File: config.mk
export PLATFORM = sky130hd
export DESIGN_NAME = decode_queue
export DESIGN_NICKNAME = d
export VERILOG_FILES = /design/src/rtl/decode_queue.sv
export SDC_FILE = /design/constraint.sdc
export NUM_CORES = 1
export LEC_CHECK = 0
export BUFFER_PORTS_ARGS = -buffer_cell sky130_fd_sc_hd__buf_2
export CORE_MARGIN = 8
export CORE_UTILIZATION = 48
export DETAILED_ROUTE_END_ITERATION = 8
export PLACE_DENSITY_LB_ADDON = 0.15
export SLEW_MARGIN = 10
export SYNTH_ARGS = -nofsm -noshare
export SYNTH_HDL_FRONTEND = slang
export SYNTH_SLANG_ARGS = --single-unit
File: constraint.sdc
create_clock -name clock -period 3.3 [get_ports clock]
set_clock_uncertainty 0.2 [all_clocks]
set_input_delay 0.495 -clock clock [delete_from_list [all_inputs] [get_ports clock]]
set_output_delay 0.495 -clock clock [all_outputs]
set_load 0.1 [all_outputs]
File: src/rtl/decode_queue.sv
// rtl/decode_queue.sv - in-order decoded-instruction FIFO between fetch and issue
//
// Purpose: extracts per-instruction fields from the fetched word, merges them
// with the control bundle and buffers up to DEPTH entries with valid/ready
// handshakes on both sides.
//
// Ports:
//   clock, reset (async, active-low), flush (sync discard of all entries)
//   fetch side : if_id_valid, id_if_ready, if_id_instruc, if_id_nextpc,
//                ctl_id_bundle, ctl_id_selregdest, ctl_id_zeroext
//   issue side : id_iss_valid, iss_id_ready, id_iss_bundle, id_iss_regdest,
//                id_iss_imedext, id_iss_op, id_iss_funct, id_iss_addra,
//                id_iss_addrb, id_iss_nextpc
//   status     : id_count (occupancy 0..DEPTH)
module decode_queue #(
  parameter int DEPTH  = 4,
  parameter int CTRL_W = 16,
  parameter int CNT_W  = $clog2(DEPTH) + 1
) (
  input  logic              clock,
  input  logic              reset,
  input  logic              flush,
  input  logic              if_id_valid,
  output logic              id_if_ready,
  input  logic [31:0]       if_id_instruc,
  input  logic [31:0]       if_id_nextpc,
  input  logic [CTRL_W-1:0] ctl_id_bundle,
  input  logic              ctl_id_selregdest,
  input  logic              ctl_id_zeroext,
  output logic              id_iss_valid,
  input  logic              iss_id_ready,
  output logic [CTRL_W-1:0] id_iss_bundle,
  output logic [4:0]        id_iss_regdest,
  output logic [31:0]       id_iss_imedext,
  output logic [5:0]        id_iss_op,
  output logic [5:0]        id_iss_funct,
  output logic [4:0]        id_iss_addra,
  output logic [4:0]        id_iss_addrb,
  output logic [31:0]       id_iss_nextpc,
  output logic [CNT_W-1:0]  id_count
);

  localparam int PTR_W = $clog2(DEPTH);
  localparam logic [CNT_W-1:0] FULL_CNT = CNT_W'(DEPTH);

  logic [PTR_W-1:0] wr_ptr_q, wr_ptr_d;
  logic [PTR_W-1:0] rd_ptr_q, rd_ptr_d;
  logic [CNT_W-1:0] count_q, count_d;

  logic [CTRL_W-1:0] bundle_q  [DEPTH];
  logic [4:0]        regdest_q [DEPTH];
  logic [31:0]       imedext_q [DEPTH];
  logic [5:0]        op_q      [DEPTH];
  logic [5:0]        funct_q   [DEPTH];
  logic [4:0]        addra_q   [DEPTH];
  logic [4:0]        addrb_q   [DEPTH];
  logic [31:0]       nextpc_q  [DEPTH];

  logic        enq;
  logic        deq;
  logic [4:0]  new_regdest;
  logic [31:0] new_imedext;

  // Handshake status comes only from registered count, so there is no
  // combinational path from iss_id_ready to id_if_ready.
  assign id_if_ready  = (count_q < FULL_CNT);
  assign id_iss_valid = (count_q != '0);
  assign id_count     = count_q;

  // Flush overrides both transfers in the same cycle.
  assign enq = if_id_valid & id_if_ready & ~flush;
  assign deq = id_iss_valid & iss_id_ready & ~flush;

  assign new_regdest = ctl_id_selregdest ? if_id_instruc[15:11] : if_id_instruc[20:16];
  assign new_imedext = ctl_id_zeroext ? {16'h0000, if_id_instruc[15:0]}
                                      : {{16{if_id_instruc[15]}}, if_id_instruc[15:0]};

  always_comb begin
    wr_ptr_d = wr_ptr_q;
    rd_ptr_d = rd_ptr_q;
    count_d  = count_q;
    if (flush) begin
      wr_ptr_d = '0;
      rd_ptr_d = '0;
      count_d  = '0;
    end else begin
      if (enq) wr_ptr_d = wr_ptr_q + PTR_W'(1);
      if (deq) rd_ptr_d = rd_ptr_q + PTR_W'(1);
      case ({enq, deq})
        2'b10:   count_d = count_q + CNT_W'(1);
        2'b01:   count_d = count_q - CNT_W'(1);
        default: count_d = count_q;
      endcase
    end
  end

  always_ff @(posedge clock or negedge reset) begin
    if (!reset) begin
      wr_ptr_q <= '0;
      rd_ptr_q <= '0;
      count_q  <= '0;
    end else begin
      wr_ptr_q <= wr_ptr_d;
      rd_ptr_q <= rd_ptr_d;
      count_q  <= count_d;
    end
  end

  always_ff @(posedge clock or negedge reset) begin
    if (!reset) begin
      for (int i = 0; i < DEPTH; i++) begin
        bundle_q[i]  <= '0;
        regdest_q[i] <= '0;
        imedext_q[i] <= '0;
        op_q[i]      <= '0;
        funct_q[i]   <= '0;
        addra_q[i]   <= '0;
        addrb_q[i]   <= '0;
        nextpc_q[i]  <= '0;
      end
    end else if (enq) begin
      bundle_q[wr_ptr_q]  <= ctl_id_bundle;
      regdest_q[wr_ptr_q] <= new_regdest;
      imedext_q[wr_ptr_q] <= new_imedext;
      op_q[wr_ptr_q]      <= if_id_instruc[31:26];
      funct_q[wr_ptr_q]   <= if_id_instruc[5:0];
      addra_q[wr_ptr_q]   <= if_id_instruc[25:21];
      addrb_q[wr_ptr_q]   <= if_id_instruc[20:16];
      nextpc_q[wr_ptr_q]  <= if_id_nextpc;
    end
  end

  // An empty queue presents a bubble equal to the reset value; stale slot
  // contents after a flush are never visible.
  assign id_iss_bundle  = id_iss_valid ? bundle_q[rd_ptr_q]  : '0;
  assign id_iss_regdest = id_iss_valid ? regdest_q[rd_ptr_q] : '0;
  assign id_iss_imedext = id_iss_valid ? imedext_q[rd_ptr_q] : '0;
  assign id_iss_op      = id_iss_valid ? op_q[rd_ptr_q]      : '0;
  assign id_iss_funct   = id_iss_valid ? funct_q[rd_ptr_q]   : '0;
  assign id_iss_addra   = id_iss_valid ? addra_q[rd_ptr_q]   : '0;
  assign id_iss_addrb   = id_iss_valid ? addrb_q[rd_ptr_q]   : '0;
  assign id_iss_nextpc  = id_iss_valid ? nextpc_q[rd_ptr_q]  : '0;

endmodule

==> flow_metrics.env, run 1 <==
export IMPL_synth_top_family_by_area="simple AND/OR/NAND/NOR gates"
export IMPL_ys_ff_latch=351
export IMPL_cts_buffers=40
export IMPL_ir_drop_uv=529
export IMPL_synth_edf_count=0
export IMPL_async_flop_share_pct=100
export IMPL_ioPinCount=199
export IMPL_critPathKind="reg -> out"
export IMPL_drc=0
export IMPL_portBuffers=198
export IMPL_post_cts_setup_buffer_count=0
export IMPL_synth_top_cell_area_share_pct=53.9
export IMPL_crit_cells=4
export IMPL_cp_start_kind="register"
export IMPL_grt_busiest_layer="met2"
export IMPL_synthMuxAreaShare_pct=12.2
export IMPL_fin_tns_setup_ns=0
export IMPL_dieArea_um2=40100
export IMPL_fillers=2967
export IMPL_nets=1961
export IMPL_grt_pass1_wl_um=71000
export IMPL_fin_crit_ns=3.14
export IMPL_dp_cells=2270
export IMPL_grt_pass1_vias=12800
export IMPL_use_met3_pct=3.53
export IMPL_drive_above_1_share_pct=21.4
export IMPL_post_synth_top_count_cell="nand2_1"
export IMPL_globalRouteMet1Util_pct=28.9
export IMPL_wl_um=43800
export IMPL_fmax_mhz=319
export IMPL_synthSimpleGateAreaFrac_pct=27.0
export IMPL_power_total_mw=16.8
export IMPL_cellPowerDensity_nw_per_um2=887
export IMPL_reg2reg_slack_ns=0.96
export IMPL_area_growth_pct=16.2
export IMPL_critPathTopFamily="flip-flops"
export IMPL_r2r_end="bundle_q[23]$_DFFE_PN0P_"
export IMPL_synth_commonest_cells="nand2_1, dfrtp_1, and2_1, mux4_2, buf_2"
export IMPL_r2r_worst_path_cells=5
export IMPL_wl_per_cell_um=18.7
export IMPL_die_w_um=200
export IMPL_rsz0062_at_grt="no"
export IMPL_slew_headroom_pct=35.4
export IMPL_grt_overflow=0
export IMPL_endpoint="id_iss_imedext[12]"
export IMPL_maxCapViolCount=0
export IMPL_synth_adder_area_share_pct=0.430
export IMPL_synth_xor_area_share_pct=0.269
export IMPL_clock_latency_ns=0.51
export IMPL_gp_congestion=0.747
export IMPL_grt_usage_pct=21.8
export IMPL_cts_tree="done"
export IMPL_outcome="finished clean"
export IMPL_synth_compound_area_share_pct=1.13
export IMPL_first_pass_iters=5
export IMPL_multi_input_area_um2=6750
export IMPL_finalSetupViolCount=0
export IMPL_drtIter0Drc=679
export IMPL_required_ns=2.60
export IMPL_vias=12100
export IMPL_htreeDepth=2
export IMPL_worstPathArrival_ns=2.44
export IMPL_initial_core_util_pct=48.7
export IMPL_pre_cts_slack_ns=0.606
export IMPL_grt_max_degree=83
export IMPL_antenna_found_initial=7
export IMPL_finalInstanceArea_um2=18900
export IMPL_finalMaxSlewViolations=0
export IMPL_die_y_um=200
export IMPL_synth_area_leaders="dfrtp_1, nand2_1, mux4_2"
export IMPL_syn_area_um2=16300
export IMPL_yosys_area_top_type="dfrtp_1"
export IMPL_crit_path_start="rd_ptr_q[1]$_DFFE_PN0P_"
export IMPL_worst_slew_pin_transition_ns=0.970
export IMPL_layout_cells_non_filler=2347
export IMPL_period_share_pct=95.1
export IMPL_ctsRootBufferMaster="clkbuf_16"
export IMPL_routed_via_density=5.16
export IMPL_finalHoldViolations=0
export IMPL_holdWs_ns=0.0192
export IMPL_setup_ws_ns=0.162
export IMPL_worst_hold_path_type="in -> reg"
export IMPL_syn_area_per_cell_um2=9.44
export IMPL_crit_slowest_cell="dfrtp_4"
export IMPL_use_met2_pct=36.7
export IMPL_final_antenna_net_count=0
export IMPL_end_kind="output port"
export IMPL_netlist_instances=1725
export IMPL_ys_warn_count=0
export IMPL_crit_chain="buf_12 > mux4_2 > and2_2 > buf_2"
export IMPL_cts_num_sinks=351
export IMPL_clockBufferDepth=3
export IMPL_p_leak_nw=10.0
export IMPL_cp_slowest_stage_delay_ns=0.73
export IMPL_dpl_cell_area_um2=17600
export IMPL_crit_buf_inv=2
export IMPL_regArea_um2=8790
export IMPL_seq_area_frac_synth_pct=53.9
export IMPL_synthDistinctLibCells=30
export IMPL_placeableCoreArea_um2=33400
export IMPL_final_core_util_pct=56.6
export IMPL_rows=67
export IMPL_synthFlopType="dfrtp_1"
export IMPL_synth_nets=1817
export IMPL_cp_max_fo=29
export IMPL_clk_pin_slew_ns=0.06
export IMPL_hpwl_um=26800
export IMPL_r2r_start="id_count[2]$_DFFE_PN0P_"
## state kept, by name (all words and copies together), names as in the netlist
register	cells
nextpc_q	128
imedext_q	68
bundle_q	64
op_q	24
addra_q	20
addrb_q	20
regdest_q	20
id_count	3
rd_ptr_q	2
wr_ptr_q	2
## kinds of logic after synthesis
group | after synthesis
simple gates | 1102
compound gates | 35
xor+xnor | 5
mux | 91
buf+inv | 136
fa+ha+maj | 5
flops | 351
## worst min path at each step
stage                              from  cells after the start                        to
6_report               ctl_id_bundle[3]                      3  bundle_q[51]$_DFFE_PN0P_
5_1_grt                if_id_nextpc[15]                      3  nextpc_q[79]$_DFFE_PN0P_
4_1_cts               if_id_instruc[26]                      3       op_q[0]$_DFFE_PN0P_
3_5_place_dp    nextpc_q[9]$_DFFE_PN0P_                      2   nextpc_q[9]$_DFFE_PN0P_
3_3_place_gp   nextpc_q[26]$_DFFE_PN0P_                      2  nextpc_q[26]$_DFFE_PN0P_
2_1_floorplan                     reset                      0    addra_q[0]$_DFFE_PN0P_
## metal layers
metal | part of all wire, % | wire, um | vias to the layer above
met5 | 0.14 | 61 | -
met4 | 2.0 | 895 | 10
met3 | 5.3 | 2310 | 69
met2 | 49 | 21700 | 315
met1 | 43 | 18900 | 5993
li1 | - | - | 5713
## power by group
| part | internal (mW) | switching (mW) | total [mW] |
|---|---|---|---|
| sequential | 5.76 | 0.762 | 6.53 |
| clock | 2.68 | 1.71 | 4.39 |
| combinational | 1.77 | 4.10 | 5.87 |
| total | 10.2 | 6.57 | 16.8 |
## cell type report
cell class | instances | area share (%)
repair buffers | 235 | 7.94
well taps | 448 | 2.96
inverters | 3 | 0.0595
clock inverters | 7 | 0.482
diodes | 2 | 0.0264
multi-input cells | 1238 | 35.6
flip-flops and latches | 351 | 46.4
clock buffers | 63 | 6.44
## worst min-delay path, cell delays in order
cell and delay (ns):
buf_2 0.11, nand2_1 0.05, nand2_1 0.05
## cell usage in the layout, fill, tap and decap left out, types with 3 or more instances in the layout
cell type | synthesis | routed
nand3_1 | 3 | 3
mux2i_1 | 5 | 5
clkbuf_1 | 18 | 11
and2_1 | 90 | 70
ha_1 | 4 | 4
mux4_2 | 86 | 86
xnor2_1 | 3 | 3
and2_2 | 0 | 16
a21oi_1 | 4 | 4
and2_4 | 0 | 4
buf_2 | 59 | 197
dfrtp_1 | 351 | 346
nand2_1 | 991 | 987
nand2_4 | 0 | 4
clkinv_2 | 0 | 3
dlygate4sd3_1 | 0 | 5
buf_4 | 50 | 15
buf_12 | 1 | 17
inv_1 | 3 | 3
dfrtp_2 | 0 | 3
nor2_1 | 10 | 10
o21ai_0 | 28 | 28
clkbuf_16 | 0 | 41
clkbuf_8 | 0 | 11
## what timing repair did
action,4_1_cts,5_1_grt
endpoints found under the hold margin,82,0
hold buffers,5,0
setup endpoints to repair,0,2
gates resized for setup,0,1
(Power assumes the default switching activity.)
==> inputs of run 2 (changes only) <==
--- a/constraint.sdc
+++ b/constraint.sdc
@@ -3,3 +3,3 @@
 set_input_delay 0.495 -clock clock [delete_from_list [all_inputs] [get_ports clock]]
 set_output_delay 0.495 -clock clock [all_outputs]
-set_load 0.1 [all_outputs]
+set_load 0.005 [all_outputs]
==> run 2 against run 1 <==
Against the previous run: hold slack hardly changed; critical path depth stayed put; clock-buffer cell count is 9 lower; utilization grew 0.090 points; clock power grew 6.4%; setup slack improved by 0.046 ns; first-iteration DRC count rose by 2.9%; fmax rose by 1.5%; flip-flop and latch count stayed put; via count up 0.16%; sequential share of layout area shrank 0.093 points; design area increased by 0.16%; critical path type unchanged.
==> flow_metrics.env, run 2 (synthesis results as in run 1) <==
export IMPL_cts_buffers=39
export IMPL_wl_um=43500
export IMPL_dpl_cell_area_um2=17500
export IMPL_rows=67
export IMPL_initial_core_util_pct=48.7
export IMPL_power_total_mw=14.7
export IMPL_placeableCoreArea_um2=33400
export IMPL_maxCapViolCount=0
export IMPL_wl_per_cell_um=18.5
export IMPL_drive_above_1_share_pct=20.8
export IMPL_drc=0
export IMPL_final_common_cell="nand2_1"
export IMPL_finalMaxSlewViolations=0
export IMPL_die_y_um=200
export IMPL_area_growth_pct=16.4
export IMPL_clockBufferDepth=3
export IMPL_gp_congestion=0.785
export IMPL_p_leak_nw=10.0
export IMPL_antenna_found_initial=8
export IMPL_nets=1957
export IMPL_reg2reg_slack_ns=0.91
export IMPL_dieArea_um2=40100
export IMPL_cp_start_kind="register"
export IMPL_fin_tns_setup_ns=0
export IMPL_period_share_pct=93.7
export IMPL_crit_path_start="rd_ptr_q[0]$_DFFE_PN0P_"
export IMPL_worst_slew_pin_transition_ns=0.924
export IMPL_hold_start="ctl_id_bundle[1]"
export IMPL_end_kind="output port"
export IMPL_required_ns=2.60
export IMPL_clock_latency_ns=0.51
export IMPL_grt_max_degree=75
export IMPL_portBuffers=198
export IMPL_slew_headroom_pct=38.4
export IMPL_vias=12100
export IMPL_pre_cts_slack_ns=0.475
export IMPL_finalHoldViolations=0
export IMPL_ioPinCount=199
export IMPL_first_pass_iters=6
export IMPL_hpwl_um=26400
export IMPL_htreeDepth=2
export IMPL_final_cell_mix="nand2_1, dfrtp_1, buf_2"
export IMPL_r2r_start="id_count[2]$_DFFE_PN0P_"
export IMPL_regMostFlops="nextpc_q"
export IMPL_grt_pass1_wl_um=70800
export IMPL_cts_tree="done"
export IMPL_fin_crit_ns=3.09
export IMPL_grt_usage_pct=21.7
export IMPL_finalSetupViolCount=0
export IMPL_reg_top3="nextpc_q (128), imedext_q (68), bundle_q (64)"
export IMPL_final_core_util_pct=56.7
export IMPL_critPathKind="reg -> out"
export IMPL_fmax_mhz=323
export IMPL_finalInstanceArea_um2=19000
export IMPL_ir_drop_uv=448
export IMPL_outcome="finished clean"
export IMPL_final_antenna_net_count=0
export IMPL_clk_pin_slew_ns=0.06
export IMPL_post_cts_setup_buffer_count=0
export IMPL_worst_hold_path_type="in -> reg"
export IMPL_largest_reg_flops=128
export IMPL_routed_via_density=5.17
export IMPL_grt_pass1_vias=12700
export IMPL_ctsRootBufferMaster="clkbuf_16"
export IMPL_drtIter0Drc=699
export IMPL_cts_num_sinks=351
export IMPL_fillers=2983
export IMPL_grt_overflow=0
export IMPL_cellPowerDensity_nw_per_um2=774
export IMPL_worstPathArrival_ns=2.40
export IMPL_die_w_um=200
export IMPL_rsz0062_at_grt="no"
export IMPL_cp_max_fo=24
export IMPL_setup_ws_ns=0.207
[run 2: changes by cell type in the layout (fill, tap and decap cells not counted), sizes merged]
cell	delta
clkbuf	-9
clkinv	+7
bufinv	+4
dlygate4sd3	-3
clkinvlp	-1
diode	+1
[run 2: stage by stage]
stage,hold WS [ns],std cells
2_1_floorplan,-0.000591,1725
3_3_place_gp,0.252,2270
3_5_place_dp,0.257,2270
4_1_cts,0.000754,2343
5_1_grt,0.0130,2345
6_report,0.0190,2346
[run 2: what timing repair did]
item,CTS,global route
endpoints found under the hold margin,69,0
endpoints found under the setup margin,52,0
resized for setup,1,0
hold buffers,2,0
[run 2: worst paths after layout]
path	endpoint	cells past startpoint
setup / recovery	id_iss_regdest[0]	4
hold / removal	bundle_q[49]$_DFFE_PN0P_	3
setup reg to reg	regdest_q[1]$_DFFE_PN0P_	5
hold reg to reg	imedext_q[42]$_DFFE_PN0P_	2
max in group asynchronous	imedext_q[70]$_DFFE_PN0P_	3
min in group asynchronous	addra_q[17]$_DFFE_PN0P_	2
[run 2: layout make-up]
cell class / instances / area (um2) / share of cell area, %
Sequential cell: 351 / 8790 / 46.4
Multi-Input combinational cell: 1238 / 6730 / 35.5
Timing Repair Buffer: 232 / 1460 / 7.71
Clock buffer: 54 / 1160 / 6.14
Tap cell: 448 / 561 / 2.96
Clock inverter: 17 / 239 / 1.26
Inverter: 3 / 11.3 / 0.0594
Antenna cell: 3 / 7.51 / 0.0396
[run 2: worst max-delay path, stage by stage (launching register included)]
cell and delay [ns]:
dfrtp_4 0.70, buf_12 0.30, mux4_2 0.59, and2_1 0.18, buf_2 0.13
[run 2: routing by layer]
metal	share of wire [%]	GRT usage (%)	wire [um]
met4	1.5	5.40	638
met5	0.17	0	73
met2	50	36.3	21700
met3	6.2	5.24	2700
met1	42	28.0	18400
[run 2: where the power goes]
part | internal [mW] | switching [mW] | leakage (nW)
clock network | 2.94 | 1.73 | 0.703
logic | 1.74 | 1.72 | 4.83
registers | 5.76 | 0.785 | 4.52
total | 10.4 | 4.24 | 10.0
==> inputs of run 3 (changes only) <==
==> constraint.sdc (replaced) <==
create_clock -name clock -period 3.41 [get_ports clock]
set_clock_uncertainty 0.2 [all_clocks]
set_input_delay 0.5115 -clock clock [delete_from_list [all_inputs] [get_ports clock]]
set_output_delay 0.5115 -clock clock [all_outputs]
set_load 0.1 [all_outputs]
==> run 3 against run 2 <==
Against the previous run: utilization shrank 0.10 points; design area shrank 0.18%; flip-flop and latch count is the same; combinational power grew 64%; sequential share of layout area grew 0.11 points; critical path depth is the same; clock power shrank 7.7%; die area is the same; critical endpoint is now id_iss_nextpc[24]; largest power group unchanged.
==> flow_metrics.env, run 3 (synthesis results as in run 1) <==
export IMPL_placeableCoreArea_um2=33400
export IMPL_end_kind="output port"
export IMPL_drtIter0Drc=721
export IMPL_dieArea_um2=40100
export IMPL_grt_usage_pct=21.8
export IMPL_drive_above_1_share_pct=21.3
export IMPL_fmax_mhz=320
export IMPL_hpwl_um=26700
export IMPL_clock_latency_ns=0.52
export IMPL_ioPinCount=199
export IMPL_grt_max_degree=75
export IMPL_ir_drop_uv=422
export IMPL_layout_cells_non_filler=2345
export IMPL_final_common_cell="nand2_1"
export IMPL_period_share_pct=91.7
export IMPL_fin_tns_setup_ns=0
export IMPL_largest_reg_flops=128
export IMPL_worst_slew_pin_transition_ns=0.660
export IMPL_die_w_um=200
export IMPL_fin_crit_ns=3.13
export IMPL_first_pass_iters=5
export IMPL_worst_hold_path_type="in -> reg"
export IMPL_antenna_found_initial=8
export IMPL_portBuffers=198
export IMPL_required_ns=2.70
export IMPL_finalHoldViolations=0
export IMPL_drc=0
export IMPL_cp_max_fo=40
export IMPL_reg_top3="nextpc_q (128), imedext_q (68), bundle_q (64)"
export IMPL_initial_core_util_pct=48.7
export IMPL_wl_per_cell_um=18.5
export IMPL_grt_pass1_vias=12900
export IMPL_area_growth_pct=16.2
export IMPL_clockBufferDepth=3
export IMPL_routed_via_density=5.18
export IMPL_htreeDepth=2
export IMPL_critPathKind="reg -> out"
export IMPL_final_cell_mix="nand2_1, dfrtp_1, buf_2"
export IMPL_dp_cells=2274
export IMPL_cts_buffers=39
export IMPL_maxCapViolCount=0
export IMPL_outcome="finished clean"
export IMPL_regMostFlops="nextpc_q"
export IMPL_die_y_um=200
export IMPL_fillers=2955
export IMPL_cellPowerDensity_nw_per_um2=861
export IMPL_grt_overflow=0
export IMPL_rsz0062_at_grt="no"
export IMPL_worstPathArrival_ns=2.42
export IMPL_slew_headroom_pct=56.0
export IMPL_ctsRootBufferMaster="clkbuf_16"
export IMPL_final_antenna_net_count=0
export IMPL_clk_pin_slew_ns=0.06
export IMPL_post_cts_setup_buffer_count=0
export IMPL_vias=12200
export IMPL_cts_tree="done"
export IMPL_finalSetupViolCount=0
export IMPL_finalMaxSlewViolations=0
export IMPL_gp_congestion=0.784
export IMPL_nets=1960
export IMPL_p_leak_nw=10.0
export IMPL_cts_num_sinks=351
export IMPL_cp_start_kind="register"
export IMPL_wl_um=43400
export IMPL_rows=67
export IMPL_grt_pass1_wl_um=71000
run 3: metrics by stage:
| stage | setup slack, ns | hold slack (ns) | utilization (%) | power (mW) | instance area (um2) |
|---|---|---|---|---|---|
| 2_1_floorplan | 0.0373 | 0.0159 | - | 10.9 | 16300 |
| 3_3_place_gp | 0.621 | 0.252 | 52.6 | 11.9 | 17600 |
| 3_5_place_dp | 0.577 | 0.257 | 52.6 | 12.1 | 17600 |
| 4_1_cts | 0.0198 | 0.0135 | 56.6 | 16.4 | 18900 |
| 5_1_grt | 0.154 | 0.0341 | 56.6 | 17.2 | 18900 |
| 6_report | 0.283 | 0.0259 | 56.6 | 16.3 | 18900 |
run 3: timing repair:
| action | 4_1_cts | 5_1_grt |
|---|---|---|
| gates resized for setup | 0 | 1 |
| setup endpoints to repair | 0 | 22 |
| endpoints found under the hold margin | 68 | 0 |
| hold buffers | 1 | 0 |
run 3: worst max-delay path: stages (launching register included):
cell     delay [ns]
dfrtp_4        0.47
buf_12         0.33
mux4_2         0.59
and2_1         0.17
buf_2          0.28
run 3: final cells by class:
type | count | area, um2 | share of cell area [%]
Timing Repair Buffer | 235 | 1490 | 7.89
Inverter | 3 | 11.3 | 0.0595
Clock buffer | 60 | 1210 | 6.38
Clock inverter | 7 | 113 | 0.595
Antenna cell | 3 | 7.51 | 0.0397
Sequential cell | 351 | 8790 | 46.5
Multi-Input combinational cell | 1238 | 6740 | 35.6
Tap cell | 448 | 561 | 2.96
run 3: path summary, 6_finish.rpt:
path / cells after the start / endpoint / startpoint / slack, ns
min in group asynchronous: 2 / addra_q[16]$_DFFE_PN0P_ / reset / 0.37
hold / removal: 3 / nextpc_q[41]$_DFFE_PN0P_ / if_id_nextpc[9] / 0.03
hold reg to reg: 2 / addra_q[0]$_DFFE_PN0P_ / addra_q[0]$_DFFE_PN0P_ / 0.27
setup / recovery: 4 / id_iss_nextpc[24] / rd_ptr_q[0]$_DFFE_PN0P_ / 0.28
max in group asynchronous: 3 / imedext_q[97]$_DFFE_PN0P_ / reset / 1.75
setup reg to reg: 7 / imedext_q[111]$_DFFE_PN0P_ / wr_ptr_q[0]$_DFFE_PN0P_ / 1.16
run 3: report_power, final:
part | switching, mW | total [mW] | internal (mW) | leakage [nW]
Combinational | 3.96 | 5.67 | 1.71 | 4.86
Sequential | 0.734 | 6.31 | 5.58 | 4.52
Clock | 1.66 | 4.31 | 2.65 | 0.648
run 3: routing by layer:
metal  global-route usage (%)  share of wire [%]  vias up
met2                     36.2                 49      349
met1                     29.2                 43     6017
met5                        0               0.13        -
met4                     5.69                1.8       12
li1                         -                  -     5701
met3                     4.16                6.5       72
